===== src/rtl/bus_slave_if.sv =====
`default_nettype none
// ============================================================================
//  Module      : bus_slave_if
//  Description : Responder end of the shared bus. Accepts one selected access
//                (cs_/as_), inserts WAIT_CYCLES wait states, hands it to a
//                req/ack peripheral port and returns a single-cycle rdy_ with
//                read data. Optional REQ timeout when BUS_SLAVE_TIMEOUT_EN is
//                defined; without it REQ waits for dev_ack indefinitely.
//  Revision    : 1.0  initial release
// ============================================================================
module bus_slave_if #(
    parameter int ADDR_W         = 8,
    parameter int WAIT_CYCLES    = 0,
    parameter int TIMEOUT_CYCLES = 255
) (
    input  logic              clk,
    input  logic              reset,
    input  logic              s_cs_,
    input  logic              s_as_,
    input  logic              s_rw,
    input  logic [ADDR_W-1:0] s_addr,
    input  logic [31:0]       s_wr_data,
    output logic [31:0]       s_rd_data,
    output logic              s_rdy_,
    output logic              dev_req,
    output logic              dev_we,
    output logic [ADDR_W-1:0] dev_addr,
    output logic [31:0]       dev_wdata,
    input  logic              dev_ack,
    input  logic [31:0]       dev_rdata,
    output logic              timeout_err
);

    localparam logic [1:0] S_IDLE = 2'd0;
    localparam logic [1:0] S_WAIT = 2'd1;
    localparam logic [1:0] S_REQ  = 2'd2;
    localparam logic [1:0] S_RESP = 2'd3;

    // WAIT is entered with WAIT_CYCLES-1 so that it lasts exactly WAIT_CYCLES cycles
    localparam logic [7:0] C_WAIT_LOAD = 8'((WAIT_CYCLES == 0) ? 0 : WAIT_CYCLES - 1);
    localparam logic [31:0] C_TMO_DATA = 32'hDEAD_BEEF;

    // Reject parameter values the 8-bit counters cannot represent
    if (WAIT_CYCLES < 0 || WAIT_CYCLES > 255 || TIMEOUT_CYCLES < 1 || TIMEOUT_CYCLES > 255) begin : g_bad_param
        $error("bus_slave_if: WAIT_CYCLES or TIMEOUT_CYCLES out of range");
    end

    logic [1:0]        state_q, state_d;
    logic [7:0]        wait_cnt_q, wait_cnt_d;
    logic              dev_req_q, dev_req_d;
    logic              dev_we_q, dev_we_d;
    logic [ADDR_W-1:0] dev_addr_q, dev_addr_d;
    logic [31:0]       dev_wdata_q, dev_wdata_d;
    logic              rdy_q, rdy_d;
    logic [31:0]       rd_data_q, rd_data_d;
    logic              w_accept;
    logic              w_timeout;

    assign w_accept = ~s_cs_ & ~s_as_;

`ifdef BUS_SLAVE_TIMEOUT_EN
    localparam logic [7:0] C_TMO_LAST = 8'(TIMEOUT_CYCLES - 1);

    logic [7:0] tmo_cnt_q, tmo_cnt_d;
    logic       tmo_err_q, tmo_err_d;

    // Expiry only when the last allowed REQ cycle passes without dev_ack (ack wins)
    assign w_timeout = (state_q == S_REQ) && !dev_ack && (tmo_cnt_q == C_TMO_LAST);

    // Count REQ cycles; cleared whenever REQ is left so each access starts at 0
    always_comb begin
        tmo_cnt_d = 8'd0;
        if (state_q == S_REQ && state_d == S_REQ) begin
            tmo_cnt_d = tmo_cnt_q + 8'd1;
        end
        tmo_err_d = tmo_err_q | w_timeout;
    end

    // Timeout counter and sticky error flag
    always_ff @(posedge clk or negedge reset) begin
        if (!reset) begin
            tmo_cnt_q <= 8'd0;
            tmo_err_q <= 1'b0;
        end else begin
            tmo_cnt_q <= tmo_cnt_d;
            tmo_err_q <= tmo_err_d;
        end
    end

    assign timeout_err = tmo_err_q;
`else
    assign w_timeout   = 1'b0;
    assign timeout_err = 1'b0;
`endif

    // State register
    always_ff @(posedge clk or negedge reset) begin
        if (!reset) begin
            state_q <= S_IDLE;
        end else begin
            state_q <= state_d;
        end
    end

    // Next-state decode
    always_comb begin
        state_d = state_q;
        case (state_q)
            S_IDLE: begin
                if (w_accept) begin
                    state_d = (WAIT_CYCLES == 0) ? S_REQ : S_WAIT;
                end
            end
            S_WAIT: begin
                if (wait_cnt_q == 8'd0) begin
                    state_d = S_REQ;
                end
            end
            S_REQ: begin
                if (dev_ack || w_timeout) begin
                    state_d = S_RESP;
                end
            end
            default: begin
                state_d = S_IDLE;
            end
        endcase
    end

    // Next values of the registered outputs and the wait counter
    always_comb begin
        wait_cnt_d  = wait_cnt_q;
        dev_req_d   = dev_req_q;
        dev_we_d    = dev_we_q;
        dev_addr_d  = dev_addr_q;
        dev_wdata_d = dev_wdata_q;
        rdy_d       = rdy_q;
        rd_data_d   = rd_data_q;
        case (state_q)
            S_IDLE: begin
                if (w_accept) begin
                    dev_addr_d  = s_addr;
                    dev_we_d    = ~s_rw;
                    dev_wdata_d = s_wr_data;
                    if (WAIT_CYCLES == 0) begin
                        dev_req_d = 1'b1;
                    end else begin
                        wait_cnt_d = C_WAIT_LOAD;
                    end
                end
            end
            S_WAIT: begin
                if (wait_cnt_q == 8'd0) begin
                    dev_req_d = 1'b1;
                end else begin
                    wait_cnt_d = wait_cnt_q - 8'd1;
                end
            end
            S_REQ: begin
                // dev_we still holds the access direction here; it is cleared on completion
                if (dev_ack) begin
                    dev_req_d = 1'b0;
                    dev_we_d  = 1'b0;
                    rdy_d     = 1'b0;
                    rd_data_d = dev_we_q ? 32'd0 : dev_rdata;
                end else if (w_timeout) begin
                    dev_req_d = 1'b0;
                    dev_we_d  = 1'b0;
                    rdy_d     = 1'b0;
                    rd_data_d = dev_we_q ? 32'd0 : C_TMO_DATA;
                end
            end
            default: begin
                rdy_d     = 1'b1;
                rd_data_d = 32'd0;
            end
        endcase
    end

    // Output and counter registers
    always_ff @(posedge clk or negedge reset) begin
        if (!reset) begin
            wait_cnt_q  <= 8'd0;
            dev_req_q   <= 1'b0;
            dev_we_q    <= 1'b0;
            dev_addr_q  <= '0;
            dev_wdata_q <= 32'd0;
            rdy_q       <= 1'b1;
            rd_data_q   <= 32'd0;
        end else begin
            wait_cnt_q  <= wait_cnt_d;
            dev_req_q   <= dev_req_d;
            dev_we_q    <= dev_we_d;
            dev_addr_q  <= dev_addr_d;
            dev_wdata_q <= dev_wdata_d;
            rdy_q       <= rdy_d;
            rd_data_q   <= rd_data_d;
        end
    end

    assign s_rd_data = rd_data_q;
    assign s_rdy_    = rdy_q;
    assign dev_req   = dev_req_q;
    assign dev_we    = dev_we_q;
    assign dev_addr  = dev_addr_q;
    assign dev_wdata = dev_wdata_q;

endmodule
`default_nettype wire


===== config.mk =====
export PLATFORM = sky130hd
export DESIGN_NAME = bus_slave_if
export DESIGN_NICKNAME = d
export VERILOG_FILES = /design/src/rtl/bus_slave_if.sv
export SDC_FILE = /design/constraint.sdc
export NUM_CORES = 1
export LEC_CHECK = 0
export ABC_AREA = 1
export CAP_MARGIN = 40
export CORE_MARGIN = 8
export CORE_UTILIZATION = 50
export DETAILED_ROUTE_END_ITERATION = 8
export DONT_BUFFER_PORTS = 1
export SLEW_MARGIN = 20
export SYNTH_ARGS = -nofsm -noshare
export SYNTH_HDL_FRONTEND = slang
export SYNTH_SLANG_ARGS = --single-unit

===== constraint.sdc =====
create_clock -name clk -period 1.7 [get_ports clk]
set_input_delay 0.34 -clock clk [delete_from_list [all_inputs] [get_ports clk]]
set_output_delay 0.34 -clock clk [all_outputs]
set_load 0.02 [all_outputs]

# Word level (Yosys, flattened, before mapping)
# Cells that the tools add are included.
# word_totals
register_bits,85
output_inout_bits,76
word_cells,45
# op_classes
addsub,1
n_eq_ne,5
n_mux,14
n_bitwise,6
n_reduce_logical,11
# ops
cell,n
two-way mux 32 bit,2
case mux 32 bit (2 select lines),1
zero test 8 bit,1
subtractor 8 x 1 -> 8 bit (second input constant),1
two-way mux 2 bit,3
inequality test 2 bit (second input constant),3
case mux 2 bit (3 select lines),1
AND reduction 2 bit,3
AND reduction 3 bit,2
inverter 1 bit,5
two-way mux 1 bit,4
case mux 1 bit (2 select lines),2
AND reduction 4 bit,1
case mux 1 bit (3 select lines),1
nonzero test 3 bit,1
equality test 2 x 1 -> 1 bit (second input constant),1
equality test 2 bit (second input constant),1
zero test 2 bit,1
nonzero test 2 bit,1
OR reduction 2 bit,1
AND 1 bit,1

# Longest topological paths before layout
# depth
depth_word,4
mapped_depth,8
depth_no_buf,8

# Worst setup path after synthesis
# No wires, ideal clock.
# synth_path
path_kind,register to register
start,reg wait_cnt_q[0]
end,"reg dev_req_q, in the netlist dev_req"
setup_ns,0.117
arrival_time_ns,1.160
required_ns,1.583
path_slack_ns,0.423
stages_incl_launch_ff,9
n_path_buf,1
period_less_slack_ns,1.277
path_cell_list,dfrtp_1 > inv_1 > ha_1 > nand2_1 > o21ai_1 > buf_2 > nand3_1 > nand2_1 > nand2_1
# synth_via
elab_chain_len,3
# synth_lines
item,line,text
start: declaration,49,"logic [7:0] wait_cnt_q, wait_cnt_d;"
start signal: assignment,191,wait_cnt_q <= wait_cnt_d;
zero test 8 bit,153,if (wait_cnt_q == 8'd0) begin
inequality test 2 bit (no line),-,
AND reduction 4 bit (no line),-,
end signal: assignment,192,dev_req_q <= dev_req_d;
end: declaration,50,"logic dev_req_q, dev_req_d;"
# No other way between the ends.
# A chain may end at the register's enable or synchronous reset.

# Worst setup path after layout
# layout_path
start,reg wait_cnt_q[2]
end,reg wait_cnt_q[7]
# layout_via
elab_chain_len,3
word_cells_on_any_way,4
cone_classes,add/sub: 1; bitwise: 1; reduce/logical: 2
# layout_lines
item
"parallel branches: the longest is 3 deep, another holds subtractor 8 x 1 -> 8 bit"
# Parallel ways; which one is timed is not known.

==> results.ini <==
[cells_and_area]
stdcell_area_um2 = 3845
drive_above_1_share_pct = 7.444
finalNetCount = 479
antenna-diode-count = 0
final_common_cell = nand2_1
n_fill_cell = 646
syn_to_final_growth_pct = 7.636
layout_common_cells = nand2_1 (104), dfrtp_1 (84), nand3_1 (79)

[worst_hold_path]
min_path_type = in2async

[global_routing]
overflow = 0
grt_pass1_wl_um = 13300
antenna_found_initial = 0
grt_max_degree = 86
grt_pass1_vias = 2597
grt_util_all_layers_pct = 16.65

[die]
dieArea_um2 = 10110
die_y_um = 100.5
ioPinCount = 154
dieWidth_um = 100.5
core-area_um2 = 7098
start_util_pct = 50.33
rows = 31

[drt]
wl_per_cell_um = 16.39
route.detailed.drc = 0
drtIter0Drc = 113
drt_pass1_iterations = 6
num_vias = 2560
wirelength_um = 8230
routed_via_density = 5.100
ant_nets = 0

[clocking]
clock_latency_ps = 340
cts_tree = yes
cts_buffers = 9
cts_buffer_depth = 2
cts_root_buf = clkbuf_8
htree_levels = 3
cts.clk_slew.worst_paths_ps = 80
cts.sinks = 85
cts_setup_buffers = 0
cts_resized = 0

[yosys]
syn_nets = 483
yosysSeqAreaShare_pct = 59.58
synthTopCellsByArea = dfrtp_1 (59%), nand3_1 (11%), nand2_1 (11%), o21ai_0 (5.2%), inv_1 (4.9%)
synth_area_um2 = 3572
synth_top_family_by_area = simple AND/OR/NAND/NOR gates
ys_seq_elements = 85
ys_warn_count = 0
synth_top_area_share_pct = 58.84
yosys.area_share.xor_xnor_pct = 0.4904
syn-instance-count = 403
yosys.area_share.simple_pct = 23.57
synthMuxAreaShare_pct = 0
syn_avg_cell_area_um2 = 8.864
synth_cell_type_count = 20
synthAdderAreaFrac_pct = 0.7005
yosysTopAreaCell = dfrtp_1
synth-compound-area-share_pct = 6.690

[place]
gp_congestion = 0.8298
dp_hpwl_um = 5966
placed_cell_area_um2 = 3647
io_buffer_count = 0

[pwr]
ir_drop_v = 0.0009915
power.density_nw_per_um2 = 2123
cellLeakagePower_uw = 0.001954

[sta]
finalSetupViolCount = 0
tns_ps = 0
grt_setup_unrepaired = no
fin_crit_ps = 1537
whs_ps = -314.3
hold_violations = 85
fmax_mhz = 650.8
fin_crit_sh_pct = 90.39
finalClockSkew_ps = 9.543
final-max-slew-violation-count = 0

[worst_setup_path]
path_max_fanout = 8
cp_common_cell = nand2_1
crit_slowest_cell = dfrtp_1
critical_path.cell_chain = nor2_1 > nand2_1 > o21ai_1 > inv_1 > nand2_1 > o21ai_0
critPathRequiredTime_ps = 1920
cp-start-kind = flip-flop
slowest_delay_ps = 400
crit_arrival_ps = 1760
crit_type = reg2reg
critPathCaptureType = flip-flop

[run]
cap_violations = 0

[status]
status = complete, but fails checks
violations = hold timing

==> cell usage after synthesis <==
library cell  number
nand2_1          104
a21oi_2            1
nand4_1            1
nand3_1           79
nor2_1             7
inv_1             47
clkbuf_1           5
nand2_2            1
buf_4              9
buf_2             10
inv_2              1
nor2_4             1
conb_1             1
dfstp_2            1
ha_1               2
o21ai_0           37
xor2_1             2
dfrtp_1           84
nor2_2             1
o21ai_1            9
==> cell families after synthesis <==
family | Yosys count
simple gates | 194
flops | 85
compound gates | 47
other cells | 1
xor+xnor | 2
buf+inv | 72
fa+ha+maj | 2
==> layer usage <==
layer  vias up  wire [µm]  GRT usage, %
met5         -          0             0
met4         0        137         7.093
met3        10        945         6.699
met2       111       3774         25.23
met1      1167       3373         20.53
li1       1272          -             -
==> critical path, delay by kind of cell (launching register included) <==
kind	cells	cell delay (ps)
DFF	1	400
and+or+nand+nor	3	440
buffers and inverters	1	190
AOI/OAI and AO/OA	2	390
==> through the flow <==
stage / setup WS, ps / cells / utilization, % / total power (µW)
finish: 163.4 / 502 / 54.17 / 8163
global placement: 291.6 / 487 / 51.38 / 6773
floorplan: 423.2 / 403 / - / 6211
detailed placement: 184.4 / 487 / 51.38 / 6847
global route: 14.61 / 502 / 54.17 / 8780
CTS: 184.5 / 502 / 54.17 / 8287
==> state kept, by name (all words and copies together), names as in the netlist <==
signal,count
dev_wdata,32
s_rd_data,32
dev_addr,8
wait_cnt_q,8
state_q,2
dev_req,1
dev_we,1
s_rdy_,1
==> where the power goes <==
group,internal (µW),leakage [µW],total (µW),switching [µW]
registers,2910,0.00109,4690,1780
clock network,716,0.0000987,1410,697
logic,731,0.000762,2060,1330
==> area by class of cell <==
class                      instances  area (µm²)  share of cell area, %
multi-input combinational        246        1135                  29.52
timing repair buffer               9       80.08                  2.083
clock buffer                      10       137.6                  3.580
sequential                        85        2128                  55.35
tap                               99       123.9                  3.222
clock inverter                     5       60.06                  1.562
inverter                          48       180.2                  4.686
==> path summary, 6_finish.rpt <==
| path | start | depth (start not counted) | to | slack [ps] |
|---|---|---|---|---|
| max | wait_cnt_q[2] | 6 | wait_cnt_q[7] | 160 |
| min | reset | 0 | s_rd_data[16] | -310 |
| max reg2reg | wait_cnt_q[2] | 6 | wait_cnt_q[7] | 160 |
| min reg2reg | wait_cnt_q[1] | 2 | wait_cnt_q[1] | 520 |
| max in group asynchronous | reset | 0 | s_rdy_ | 1830 |
| min in group clk | s_rw | 1 | dev_we | 100 |
No activity file was read; power rests on OpenSTA's default activity.
